==> config.mk <==
export PLATFORM = sky130hd
export DESIGN_NAME = dmem_lsu_master_flat
export DESIGN_NICKNAME = d
export VERILOG_FILES = /design/src/rtl/dmem_lsu_master_if.sv /design/src/rtl/dmem_lsu_master.sv /design/src/flat_wrapper.sv
export SDC_FILE = /design/constraint.sdc
export NUM_CORES = 1
export LEC_CHECK = 0
export ABC_AREA = 0
export CAP_MARGIN = 30
export CORE_MARGIN = 2
export CORE_UTILIZATION = 45
export DETAILED_ROUTE_END_ITERATION = 12
export PLACE_DENSITY = 0.8
export SLEW_MARGIN = 0
export SYNTH_ARGS = -nofsm -noshare
export SYNTH_HDL_FRONTEND = slang
export SYNTH_SLANG_ARGS = --single-unit
export TNS_END_PERCENT = 10
==> constraint.sdc <==
create_clock -name clk -period 4.9 [get_ports clk]
set_clock_uncertainty 0.2 [all_clocks]
set_input_delay 1.47 -clock clk [delete_from_list [all_inputs] [get_ports clk]]
set_output_delay 1.47 -clock clk [all_outputs]
set_load 0.01 [all_outputs]
==> src/rtl/dmem_lsu_master_if.sv <==
`default_nettype none
// ============================================================================
// Module      : dmem_lsu_if
// Description : Bundle of the request, response and data-memory signals of
//               the load/store initiator.
//   req_*  : valid/ready load/store request from the execute stage
//   rsp_*  : valid/ready load data / store completion back to the core
//   mem_*  : word-wide data memory port (mem_rw: 1 = read, 0 = write)
//   Modport master : the load/store unit side
//   Modport slave  : the core + memory side
// Revision    : 1.0 - initial release
// ============================================================================
interface dmem_lsu_if #(
    parameter int AW = 32
);
    logic          req_valid;
    logic          req_ready;
    logic          req_we;
    logic [1:0]    req_size;
    logic          req_unsigned;
    logic [AW-1:0] req_addr;
    logic [31:0]   req_wdata;

    logic          rsp_valid;
    logic          rsp_ready;
    logic [31:0]   rsp_rdata;
    logic          rsp_err;

    logic [31:0]   mem_addr;
    logic [31:0]   mem_wdata;
    logic          mem_rw;
    logic [31:0]   mem_rdata;

    modport master (
        input  req_valid, req_we, req_size, req_unsigned, req_addr, req_wdata,
        output req_ready,
        output rsp_valid, rsp_rdata, rsp_err,
        input  rsp_ready,
        output mem_addr, mem_wdata, mem_rw,
        input  mem_rdata
    );

    modport slave (
        output req_valid, req_we, req_size, req_unsigned, req_addr, req_wdata,
        input  req_ready,
        input  rsp_valid, rsp_rdata, rsp_err,
        output rsp_ready,
        input  mem_addr, mem_wdata, mem_rw,
        output mem_rdata
    );
endinterface
`default_nettype wire

==> src/rtl/dmem_lsu_master.sv <==
`default_nettype none
// ============================================================================
// Module      : dmem_lsu_master
// Description : Load/store initiator between the execute stage and a
//               word-wide data memory. One byte/half/word access per
//               transaction; sub-word stores use read-modify-write.
//   clk   : system clock, rising edge
//   rst_n : asynchronous active-low reset
//   bus   : dmem_lsu_if.master (request, response and memory signals)
// Revision    : 1.0 - initial release
// ============================================================================
module dmem_lsu_master #(
    parameter int DEPTH = 256,
    parameter int AW    = 32
) (
    input  wire logic   clk,
    input  wire logic   rst_n,
    dmem_lsu_if.master  bus
);

    typedef enum logic [1:0] {
        IDLE = 2'd0,
        RD   = 2'd1,
        WR   = 2'd2,
        RSP  = 2'd3
    } state_t;

    localparam logic [AW-1:0] c_depth = AW'(DEPTH);

    state_t        r_state;
    state_t        w_state_nxt;

    logic          r_we;
    logic [1:0]    r_size;
    logic          r_unsigned;
    logic [AW-1:0] r_addr;
    logic [31:0]   r_wdata;
    logic          r_err;
    logic [31:0]   r_word;

    logic          w_accept;
    logic          w_err;
    logic [4:0]    w_lane_sh;
    logic [31:0]   w_shifted;
    logic [31:0]   w_load_data;
    logic [31:0]   w_lane_mask;
    logic [31:0]   w_store_word;

    assign w_accept = bus.req_valid && (r_state == IDLE);

    // Error decode works on the live request so the next state can be chosen
    // in the acceptance cycle; the range check uses the full word index.
    assign w_err = (bus.req_size == 2'b11)
                || ((bus.req_size == 2'b01) && bus.req_addr[0])
                || ((bus.req_size == 2'b10) && (bus.req_addr[1:0] != 2'b00))
                || ({2'b00, bus.req_addr[AW-1:2]} >= c_depth);

    // Lane position inside the word: bytes on any offset, halves on bit 1.
    assign w_lane_sh   = (r_size == 2'b00) ? {r_addr[1:0], 3'b000}
                                           : {r_addr[1], 4'b0000};
    assign w_shifted   = r_word >> w_lane_sh;
    assign w_lane_mask = ((r_size == 2'b00) ? 32'h0000_00FF : 32'h0000_FFFF)
                         << w_lane_sh;

    always_comb begin
        w_load_data = r_word;
        case (r_size)
            2'b00:   w_load_data = r_unsigned ? {24'h0, w_shifted[7:0]}
                                              : {{24{w_shifted[7]}}, w_shifted[7:0]};
            2'b01:   w_load_data = r_unsigned ? {16'h0, w_shifted[15:0]}
                                              : {{16{w_shifted[15]}}, w_shifted[15:0]};
            default: w_load_data = r_word;
        endcase
    end

    // Word stores write the request data directly; sub-word stores splice
    // the right-aligned store data into the word captured during RD.
    assign w_store_word = (r_size == 2'b10)
                        ? r_wdata
                        : ((r_word & ~w_lane_mask)
                           | ((r_wdata << w_lane_sh) & w_lane_mask));

    // State register
    always_ff @(posedge clk or negedge rst_n) begin
        if (!rst_n) begin
            r_state <= IDLE;
        end else begin
            r_state <= w_state_nxt;
        end
    end

    // Request and read-word capture
    always_ff @(posedge clk or negedge rst_n) begin
        if (!rst_n) begin
            r_we       <= 1'b0;
            r_size     <= 2'b00;
            r_unsigned <= 1'b0;
            r_addr     <= '0;
            r_wdata    <= 32'h0;
            r_err      <= 1'b0;
            r_word     <= 32'h0;
        end else begin
            if (w_accept) begin
                r_we       <= bus.req_we;
                r_size     <= bus.req_size;
                r_unsigned <= bus.req_unsigned;
                r_addr     <= bus.req_addr;
                r_wdata    <= bus.req_wdata;
                r_err      <= w_err;
            end
            if (r_state == RD) begin
                r_word <= bus.mem_rdata;
            end
        end
    end

    // Next state and outputs. Memory strobes are decoded from the state so
    // an asynchronous reset returns mem_rw to read immediately.
    always_comb begin
        w_state_nxt   = r_state;
        bus.req_ready = 1'b0;
        bus.rsp_valid = 1'b0;
        bus.rsp_err   = 1'b0;
        bus.rsp_rdata = 32'h0;
        bus.mem_rw    = 1'b1;
        bus.mem_wdata = 32'h0;
        bus.mem_addr  = 32'({2'b00, r_addr[AW-1:2]});

        case (r_state)
            IDLE: begin
                bus.req_ready = 1'b1;
                if (bus.req_valid) begin
                    if (w_err) begin
                        w_state_nxt = RSP;
                    end else if (bus.req_we && (bus.req_size == 2'b10)) begin
                        w_state_nxt = WR;
                    end else begin
                        w_state_nxt = RD;
                    end
                end
            end
            RD: begin
                w_state_nxt = r_we ? WR : RSP;
            end
            WR: begin
                bus.mem_rw    = 1'b0;
                bus.mem_wdata = w_store_word;
                w_state_nxt   = RSP;
            end
            RSP: begin
                bus.rsp_valid = 1'b1;
                bus.rsp_err   = r_err;
                bus.rsp_rdata = (r_err || r_we) ? 32'h0 : w_load_data;
                if (bus.rsp_ready) begin
                    w_state_nxt = IDLE;
                end
            end
            default: w_state_nxt = IDLE;
        endcase
    end

endmodule
`default_nettype wire

==> src/flat_wrapper.sv <==
// flat-port wrapper written by rule: the top's interface ports become plain ports
module dmem_lsu_master_flat 
#(
    parameter int DEPTH = 256,
    parameter int AW    = 32
)
  (clk, rst_n, bus_req_valid, bus_req_we, bus_req_size, bus_req_unsigned, bus_req_addr, bus_req_wdata, bus_req_ready, bus_rsp_valid, bus_rsp_rdata, bus_rsp_err, bus_rsp_ready, bus_mem_addr, bus_mem_wdata, bus_mem_rw, bus_mem_rdata);
  dmem_lsu_if #(.AW(AW)) bus_i ();
  input  wire logic clk;
  input  wire logic rst_n;
  input wire logic [$bits(bus_i.req_valid)-1:0] bus_req_valid;
  input wire logic [$bits(bus_i.req_we)-1:0] bus_req_we;
  input wire logic [$bits(bus_i.req_size)-1:0] bus_req_size;
  input wire logic [$bits(bus_i.req_unsigned)-1:0] bus_req_unsigned;
  input wire logic [$bits(bus_i.req_addr)-1:0] bus_req_addr;
  input wire logic [$bits(bus_i.req_wdata)-1:0] bus_req_wdata;
  output wire logic [$bits(bus_i.req_ready)-1:0] bus_req_ready;
  output wire logic [$bits(bus_i.rsp_valid)-1:0] bus_rsp_valid;
  output wire logic [$bits(bus_i.rsp_rdata)-1:0] bus_rsp_rdata;
  output wire logic [$bits(bus_i.rsp_err)-1:0] bus_rsp_err;
  input wire logic [$bits(bus_i.rsp_ready)-1:0] bus_rsp_ready;
  output wire logic [$bits(bus_i.mem_addr)-1:0] bus_mem_addr;
  output wire logic [$bits(bus_i.mem_wdata)-1:0] bus_mem_wdata;
  output wire logic [$bits(bus_i.mem_rw)-1:0] bus_mem_rw;
  input wire logic [$bits(bus_i.mem_rdata)-1:0] bus_mem_rdata;
  assign bus_i.req_valid = bus_req_valid;
  assign bus_i.req_we = bus_req_we;
  assign bus_i.req_size = bus_req_size;
  assign bus_i.req_unsigned = bus_req_unsigned;
  assign bus_i.req_addr = bus_req_addr;
  assign bus_i.req_wdata = bus_req_wdata;
  assign bus_req_ready = bus_i.req_ready;
  assign bus_rsp_valid = bus_i.rsp_valid;
  assign bus_rsp_rdata = bus_i.rsp_rdata;
  assign bus_rsp_err = bus_i.rsp_err;
  assign bus_i.rsp_ready = bus_rsp_ready;
  assign bus_mem_addr = bus_i.mem_addr;
  assign bus_mem_wdata = bus_i.mem_wdata;
  assign bus_mem_rw = bus_i.mem_rw;
  assign bus_i.mem_rdata = bus_mem_rdata;
  dmem_lsu_master #(.DEPTH(DEPTH), .AW(AW)) u_core (.clk(clk), .rst_n(rst_n), .bus(bus_i));
endmodule
==> impl_metrics.yaml, run 1 <==
power:
  p_leak_nw: 3.36
  power.switching_mw: 2.14
  comb_power_share: 0.543
  design_power_total_mw: 5.31
  ir_drop_mv: 0.426
  switching_share: 0.403
  p_clk_frac: 0.127
  p_seq_frac: 0.330
  p_int_mw: 3.17
  cellPowerDensity_nw_per_um2: 669
yosys:
  yosys_warnings: 0
  yosysMostFrequentCell: "dfrtp_1"
  postSynthAreaPerCell_um2: 10.3
  synthArstFlopShare: 1.00
  synth.area.top_cells: "dfrtp_1, mux2_2, nand2_1, mux2i_1, buf_4"
  yosys.cell_types.count: 41
  synth_common_cells: "dfrtp_1, mux2_2, nand2_1"
  yosys.area.top_type: "dfrtp_1"
  synth_edf_count: 0
  ys_ff_latch: 103
  syn_area_um2: 5720
  synth_cells: 557
  synth_top_area_frac: 0.450
  synthFlopType: "dfrtp_1"
  yosysSeqAreaShare: 0.450
flow_run:
  drv_cap: 0
critical_path:
  timing.rr.end: "u_core.r_addr[4]$_DFFE_PN0P_"
  rr_startpoint: "u_core.r_state[0]$_DFFE_PN0P_"
  crit_type: "reg -> out"
  crit_fanout: 20
  path_cells: "mux2i_1 > mux2_2 > o31a_1 > a221oi_1 > clkdlybuf4s50_1"
  cp_data_required_time_ps: 3230
  cpMaxStageDelayCell: "dfrtp_1"
  r2r_cells: 5
  slowest_delay_ps: 720
  startpoint_type: "register"
  rrSetupSlack_ps: 2460
  worstPathArrival_ps: 3020
  worstSetupEndpointType: "output pin"
hold_path:
  hp-class: "reg -> reg"
  hp-start: "u_core.r_wdata[23]$_DFFE_PN0P_"
  worstHoldPathCells: 1
  min_to: "u_core.r_wdata[23]$_DFFE_PN0P_"
cells_and_area:
  syn_to_final_growth_pct: 38.8
  fill_cells: 1046
  antenna_cells: 0
  drive_above_1_share: 0.178
  final_nets: 823
  multiInputGateArea_um2: 2690
  seqCellArea_um2: 2580
floorplan:
  die_h_um: 117
  num_rows: 41
  die_area_um2: 13600
  io_pins: 204
  die_w_um: 117
  core_area_um2: 12500
  initial_core_util: 0.457
global_route:
  grt_start_max_net_pins: 79
  gr-usage-all-layers: 0.257
  first_global_vias: 4866
  overflow: 0
  grt_pass1_wl_mm: 26.3
  antenna_found_initial: 0
clock_network:
  numCtsBuffers: 9
  cts-htree-levels: 3
  clk_latency_ps: 350
  clockBufferDepth: 2
  cts-root-buf: "clkbuf_16"
  cts-resized-gates: 0
  postCtsHoldBufs: 0
  cts.sinks: 103
  cts_tree: "built"
  clkTransAtPathRegs_ps: 80
  post-cts-setup-buffers: 0
route:
  vias_per_cell: 5.43
  num_vias: 4837
  drt-pass1-iter-count: 5
  wl_per_cell_um: 19.5
  drc: 0
  ant_nets: 0
  drtIter0Drc: 294
  wl_mm: 17.4
timing:
  setup-tns-final_ps: 0
  setup-violations-final: 0
  report.final.slew_viol_count: 0
  hold_viol: 0
  rsz0062_at_grt: "no"
  slew-limit-headroom: 0.336
  finalCritPeriodShare: 0.958
  setup_ws_ps: 208
  finalCriticalPeriod_ps: 4690
  worst_pin_slew_ps: 997
  fmax_mhz: 213
  worst_hold_slack_ps: 300
place:
  place_ws_ps: 621
  place_congestion: 0.888
  port_buffers: 201
  dp_hpwl_mm: 12.8
outcome:
  status: "complete, no violations"
## critical path: cells and delay by family, from the launching register on
kind / cells / cell delay, ps
muxes: 2 / 560
AOI/OAI and AO/OA: 2 / 760
DFF: 1 / 720
buffers and inverters: 1 / 620
## layout make-up
class                      count  area share
tap                          172      0.0271
inverter                      16     0.00756
multi-input combinational    372       0.339
clock inverter                 6     0.00567
clock buffer                   9      0.0283
timing repair buffer         213       0.268
sequential                   103       0.324
## cell usage in the layout (no fill, tap or decap), types with 5 or more instances in the layout
cell type	n
inv_1	15
nor4_1	5
nor2_1	30
a21oi_1	17
mux2i_1	26
mux2_2	93
o21ai_0	27
and2_1	17
a221oi_1	8
nand2_1	92
a221o_1	7
dfrtp_1	103
clkbuf_16	9
o32ai_1	16
buf_4	11
clkdlybuf4s50_1	200
## per-layer routing
metal | track usage | vias up | wire length (µm)
met4 | 0.0690 | 0 | 368
met2 | 0.413 | 227 | 8320
met5 | 0 | - | 0
met3 | 0.0886 | 27 | 1640
li1 | - | 2231 | -
met1 | 0.334 | 2352 | 7080
## metrics by stage
stage                     utilization  instances  cell area (µm²)
after global placement          0.611        875             7650
after detailed placement        0.611        875             7650
after CTS                       0.633        890             7920
after global routing            0.635        891             7950
after floorplan                     -        558             5730
final                           0.635        891             7950
## sequential cells by signal (all words and copies together) (netlist names)
signal	flops
u_core.r_unsigned	1
u_core.r_wdata	32
u_core.r_state	2
u_core.r_word	32
u_core.r_addr	32
u_core.r_we	1
u_core.r_err	1
u_core.r_size	2
## kinds of logic after synthesis
logic type      count (synthesis)  share of synthesized area
compound gates                 84                      0.101
buf+inv                        83                     0.0805
simple gates                  163                      0.130
other cells                     1                   0.000655
mux                           119                      0.228
flops                         103                      0.450
fa+ha+maj                       4                    0.00875
## power by group through the flow
stage	Combinational [mW]	Sequential, mW	Clock [mW]
after global placement	2.81	1.73	0
after floorplan	1.91	1.52	0
after global routing	3.11	1.80	0.717
after detailed placement	2.87	1.76	0
final	2.89	1.76	0.673
after CTS	2.89	1.74	0.692
## how the worst max path moves through the flow
stage | from | cells past startpoint | slack, ps | to
2_1_floorplan | u_core.r_state[0]$_DFFE_PN0P_ | 6 | 1340 | bus_rsp_rdata[21]
3_3_place_gp | u_core.r_addr[1]$_DFFE_PN0P_ | 5 | 680 | bus_rsp_rdata[9]
3_5_place_dp | u_core.r_addr[0]$_DFFE_PN0P_ | 5 | 620 | bus_mem_wdata[11]
4_1_cts | u_core.r_addr[0]$_DFFE_PN0P_ | 5 | 220 | bus_mem_wdata[11]
5_1_grt | u_core.r_addr[1]$_DFFE_PN0P_ | 5 | 80 | bus_rsp_rdata[9]
6_report | u_core.r_addr[1]$_DFFE_PN0P_ | 5 | 210 | bus_rsp_rdata[9]
Note: power is estimated with default switching activity, not from simulation.
==> run 2: changes to the inputs <==
--- a/config.mk
+++ b/config.mk
@@ -9,6 +9,7 @@
 export CAP_MARGIN = 30
 export CORE_MARGIN = 2
 export CORE_UTILIZATION = 45
+export CTS_CLUSTER_DIAMETER = 30
 export DETAILED_ROUTE_END_ITERATION = 12
 export PLACE_DENSITY = 0.8
 export SLEW_MARGIN = 0
==> results of run 2 <==
No change in the layout: final DEF, timing and power equal those of run 1.
